**src/rtl/crc_calculator.sv**
```systemverilog
// Streaming Rocksoft-model CRC engine, one DATA_WIDTH word absorbed per clock.
// Define CRC_CALC_ZERO_FLAG_EN to add the crc_zero_o residue flag output.
module crc_calculator #(
    parameter int unsigned           CRC_SIZE   = 8,
    parameter logic [CRC_SIZE-1:0]   POLY       = 8'h1D,
    parameter int unsigned           DATA_WIDTH = 8,
    parameter logic [CRC_SIZE-1:0]   INIT       = 8'hFF,
    parameter bit                    REF_IN     = 1'b1,
    parameter bit                    REF_OUT    = 1'b1,
    parameter logic [CRC_SIZE-1:0]   XOR_OUT    = 8'h00
) (
    input  logic                  clk_i,
    input  logic                  rst_i,
    input  logic                  soft_reset_i,
    input  logic                  valid_i,
    input  logic [DATA_WIDTH-1:0] data_i,
    output logic [CRC_SIZE-1:0]   crc_o
`ifdef CRC_CALC_ZERO_FLAG_EN
    ,
    output logic                  crc_zero_o
`endif
);

    localparam int unsigned NBYTES = DATA_WIDTH / 8;

    logic [CRC_SIZE-1:0] r_q;
    logic [CRC_SIZE-1:0] r_d;
    logic [CRC_SIZE-1:0] r_out;

    function automatic logic [7:0] byte_in(input logic [7:0] b);
        logic [7:0] o;
        for (int k = 0; k < 8; k++) begin
            o[k] = REF_IN ? b[7-k] : b[k];
        end
        return o;
    endfunction

    // Whole word unrolled: MSB byte first, each byte MSB bit first.
    function automatic logic [CRC_SIZE-1:0] crc_next(
        input logic [CRC_SIZE-1:0]   r,
        input logic [DATA_WIDTH-1:0] d
    );
        logic [CRC_SIZE-1:0] c;
        logic [7:0]          b;
        logic                fb;
        c = r;
        for (int i = NBYTES - 1; i >= 0; i--) begin
            b = byte_in(d[i*8 +: 8]);
            for (int j = 7; j >= 0; j--) begin
                fb = c[CRC_SIZE-1] ^ b[j];
                c  = c << 1;
                if (fb) begin
                    c = c ^ POLY;
                end
            end
        end
        return c;
    endfunction

    always_comb begin
        r_d = r_q;
        if (soft_reset_i) begin
            r_d = INIT;
        end else if (valid_i) begin
            r_d = crc_next(r_q, data_i);
        end
    end

    always_ff @(posedge clk_i) begin
        if (rst_i) begin
            r_q <= INIT;
        end else begin
            r_q <= r_d;
        end
    end

    always_comb begin
        r_out = r_q;
        if (REF_OUT) begin
            for (int k = 0; k < int'(CRC_SIZE); k++) begin
                r_out[k] = r_q[CRC_SIZE-1-k];
            end
        end
    end

    assign crc_o = r_out ^ XOR_OUT;

`ifdef CRC_CALC_ZERO_FLAG_EN
    assign crc_zero_o = (crc_o == '0);
`endif

endmodule

```
**config.mk**
```make
export PLATFORM = sky130hd
export DESIGN_NAME = crc_calculator
export DESIGN_NICKNAME = d
export VERILOG_FILES = /design/src/rtl/crc_calculator.sv
export SDC_FILE = /design/constraint.sdc
export NUM_CORES = 1
export LEC_CHECK = 0
export CELL_PAD_IN_SITES_DETAIL_PLACEMENT = 2
export CELL_PAD_IN_SITES_GLOBAL_PLACEMENT = 2
export CORE_AREA = 2 2 52 54
export DETAILED_ROUTE_END_ITERATION = 10
export DIE_AREA = 0 0 54 56
export GPL_TIMING_DRIVEN = 0
export PLACE_DENSITY_LB_ADDON = 0.1
export SLEW_MARGIN = 30
export SYNTH_ARGS = -nofsm -noshare
export SYNTH_HDL_FRONTEND = slang
export SYNTH_SLANG_ARGS = --single-unit
```
**constraint.sdc**
```tcl
create_clock -name clk_i -period 2.15 [get_ports clk_i]
set_input_delay 0.3225 -clock clk_i [delete_from_list [all_inputs] [get_ports clk_i]]
set_output_delay 0.3225 -clock clk_i [all_outputs]
set_load 0.03 [all_outputs]
```
==> metrics.txt <==
H-tree levels 1; number of hold-slack violations in the final timing report 0; endpoint of the worst register-to-register path r_q[6]; antenna violations before repair 0; pin count of the biggest net entering global routing 9; sequential element share of the synthesized area 27.2%; required time worst endpoint 2.31 ns; fraction of layout instances using a drive strength above 1 12.3%; average wire length per cell after detail routing roughly 12 um; post-CTS setup buffer count 0; min-delay src r_q[0]; CTS buffer count 3; grt ovf 0; cell type contributing the most total cell area after synthesis sky130_fd_sc_hd__dfxtp_1; via-per-instance ratio 4.33; top-area cell type share of the netlist area 27.2%; Pre-antenna DRT Iters 2; cts repair resizes 0; Largest register FFs 8; overall die area 3020 um^2; CTS max path bufs 2; number of warnings reported in the yosys synthesis log 0; MaxCap Viol Count 0; ports placed on the boundary 20; Clock transition at path regs 0.06 ns; synthesized area per cell around 10 um^2; Cell Count, Final, Fillers Out 111; run status complete, no violations; Least-Margin Pin Slew 0.607 ns; via count of the first global-routing pass 545; number of nets with antenna violations after routing 0; drc violations 0; startpoint kind of the worst setup timing path input pin; FP Rows 18; number of distinct standard cells referenced by the synthesized netlist 18; CP max FO 3; Worst EP arrival ~1.9 ns; cell with the most instances after synthesis sky130_fd_sc_hd__xnor2_1; net count after synthesis around 70; # port buffers 18; Synth Flop Type sky130_fd_sc_hd__dfxtp_1; #FFs+latches synth 8; origin of the worst setup path data_i[0]; min Tclk post-route 1.78 ns; endpoint kind of the worst setup timing path register; class of the worst hold path register to register; total negative slack for setup checks 0 ns; number of sinks driven by the clock tree 8; async set-or-reset flop fraction in the synthesized netlist 0%; chip height ~56 um; number of setup violations in the final report 0; die width 54 um; worst hold path depth 2; Cells after DPL 108; first-pass GRT wire length 2640 um; unrepaired setup endpoints after global routing no; clock tree from TritonCTS yes; gp weighted congestion 0.654; number of violations reported at the end of detailed-routing iteration 0 4; detailed-route wire length 1380 um; worst clock skew roughly 0.0016 ns; top achievable clock speed 563 MHz; Cell Area, Synth 588 um^2; worst rel slew slack 59.4%; number of cells traversed by the worst register-to-register path 4; largest registers r_q x8; GRT Util Overall 11.8%; Net count, final 95; root cell of the clock tree sky130_fd_sc_hd__clkbuf_4; Setup WS pre-CTS 0.104 ns; EDFF count, synth 0; power density over the cells ~840 nW/um^2; initial cell density of the core 24.2%; hold path endpoint r_q[0]; overall via count from detail_route a little under 500; core occupancy in the finished layout 34.1%; number of buffers inserted for hold repair after clock tree synthesis 0; gate count after technology mapping 60; standard cell core area 2430 um^2; worst ir drop on vdd 0.298 mV; source-to-sink clock delay at the later pin of the worst-skew pair approximately 0.25 ns; area growth from synthesis to layout 40.9%; static leakage 0.323 nW; register with the most flip-flops r_q; worst reg2reg setup slack 0.52 ns; critical path class input pin to register; least setup slack across all paths after layout 0.375 ns; main area contributors after synthesis sky130_fd_sc_hd__dfxtp_1 (27%), sky130_fd_sc_hd__xnor2_1 (21%), sky130_fd_sc_hd__xnor2_2 (14%), sky130_fd_sc_hd__xnor3_1 (7.7%), sky130_fd_sc_hd__nor2_1 (7.0%); source of the worst register-to-register timing path r_q[7]; leading post-synthesis cells by instance count sky130_fd_sc_hd__xnor2_1 (14), sky130_fd_sc_hd__nor2_1 (11), sky130_fd_sc_hd__dfxtp_1 (8); final worst-path cycle share approximately 83%; final-report max-slew violation count 0; antenna cells 0; half-perimeter wire length of the detailed placement result 1100 um
-- worst max-delay path, stage by stage --
cell                              delay [ns]
sky130_fd_sc_hd__clkdlybuf4s50_1        0.44
sky130_fd_sc_hd__xnor2_2                0.25
sky130_fd_sc_hd__xnor3_1                0.50
sky130_fd_sc_hd__and2_1                 0.19
sky130_fd_sc_hd__o311ai_2               0.24
-- how the worst max path moves through the flow --
stage	endpoint	slack (ns)	cells past startpoint
after floorplan	r_q[6]	0.47	4
after global placement	r_q[3]	0.13	6
after detailed placement	r_q[6]	0.10	5
after CTS	r_q[6]	0.36	5
after global routing	r_q[6]	0.27	5
final	r_q[6]	0.37	5
-- kinds of logic after synthesis --
family | count (synthesis) | share of synthesized area (%)
AOI/OAI and AO/OA | 7 | 8.73
xor gates and xnor gates | 24 | 48.1
buffers and inverters | 2 | 1.28
DFF | 8 | 27.2
muxes | 1 | 1.70
and+or+nand+nor | 18 | 13.0
-- stage by stage --
stage	power [mW]	area, um^2	hold WS (ns)
after global placement	0.584	806	0.510
after detailed placement	0.585	806	0.528
after CTS	0.715	828	0.534
after global routing	0.766	828	0.570
after floorplan	0.487	588	0.492
final	0.695	828	0.529
-- power breakdown --
group	internal [mW]	total, mW	switching [mW]
registers	0.167	0.186	0.0196
logic	0.204	0.392	0.188
clock network	0.0640	0.117	0.0528
-- layer usage --
layer / share of wire, % / track usage [%] / vias up
li1: - / - / 239
met2: 44 / 18.8 / 14
met3: 6.5 / 4.30 / 2
met1: 49 / 14.7 / 226
met4: 0.72 / 3.21 / 0
met5: 0 / 0 / -
-- cell usage in the layout (no fill, tap or decap), drive strengths merged --
cell type       n
o21ai           4
clkbuf          4
a211oi          1
o311ai          1
clkdlybuf4s50  18
nand2           4
o211ai          1
dfxtp           8
xnor3           2
mux2i           1
nor2           11
inv             1
nor4            1
xor2            3
and2            1
nor3b           1
xnor2          19
-- area by class of cell --
type,instances,area (um^2)
multi-input cells,50,420
plain buffers,1,3.75
inverters,1,3.75
repair buffers,18,180
clock buffers,3,22.5
flip-flops and latches,8,160
fillers,282,1600
well taps,30,37.5
(Power assumes the default switching activity.)
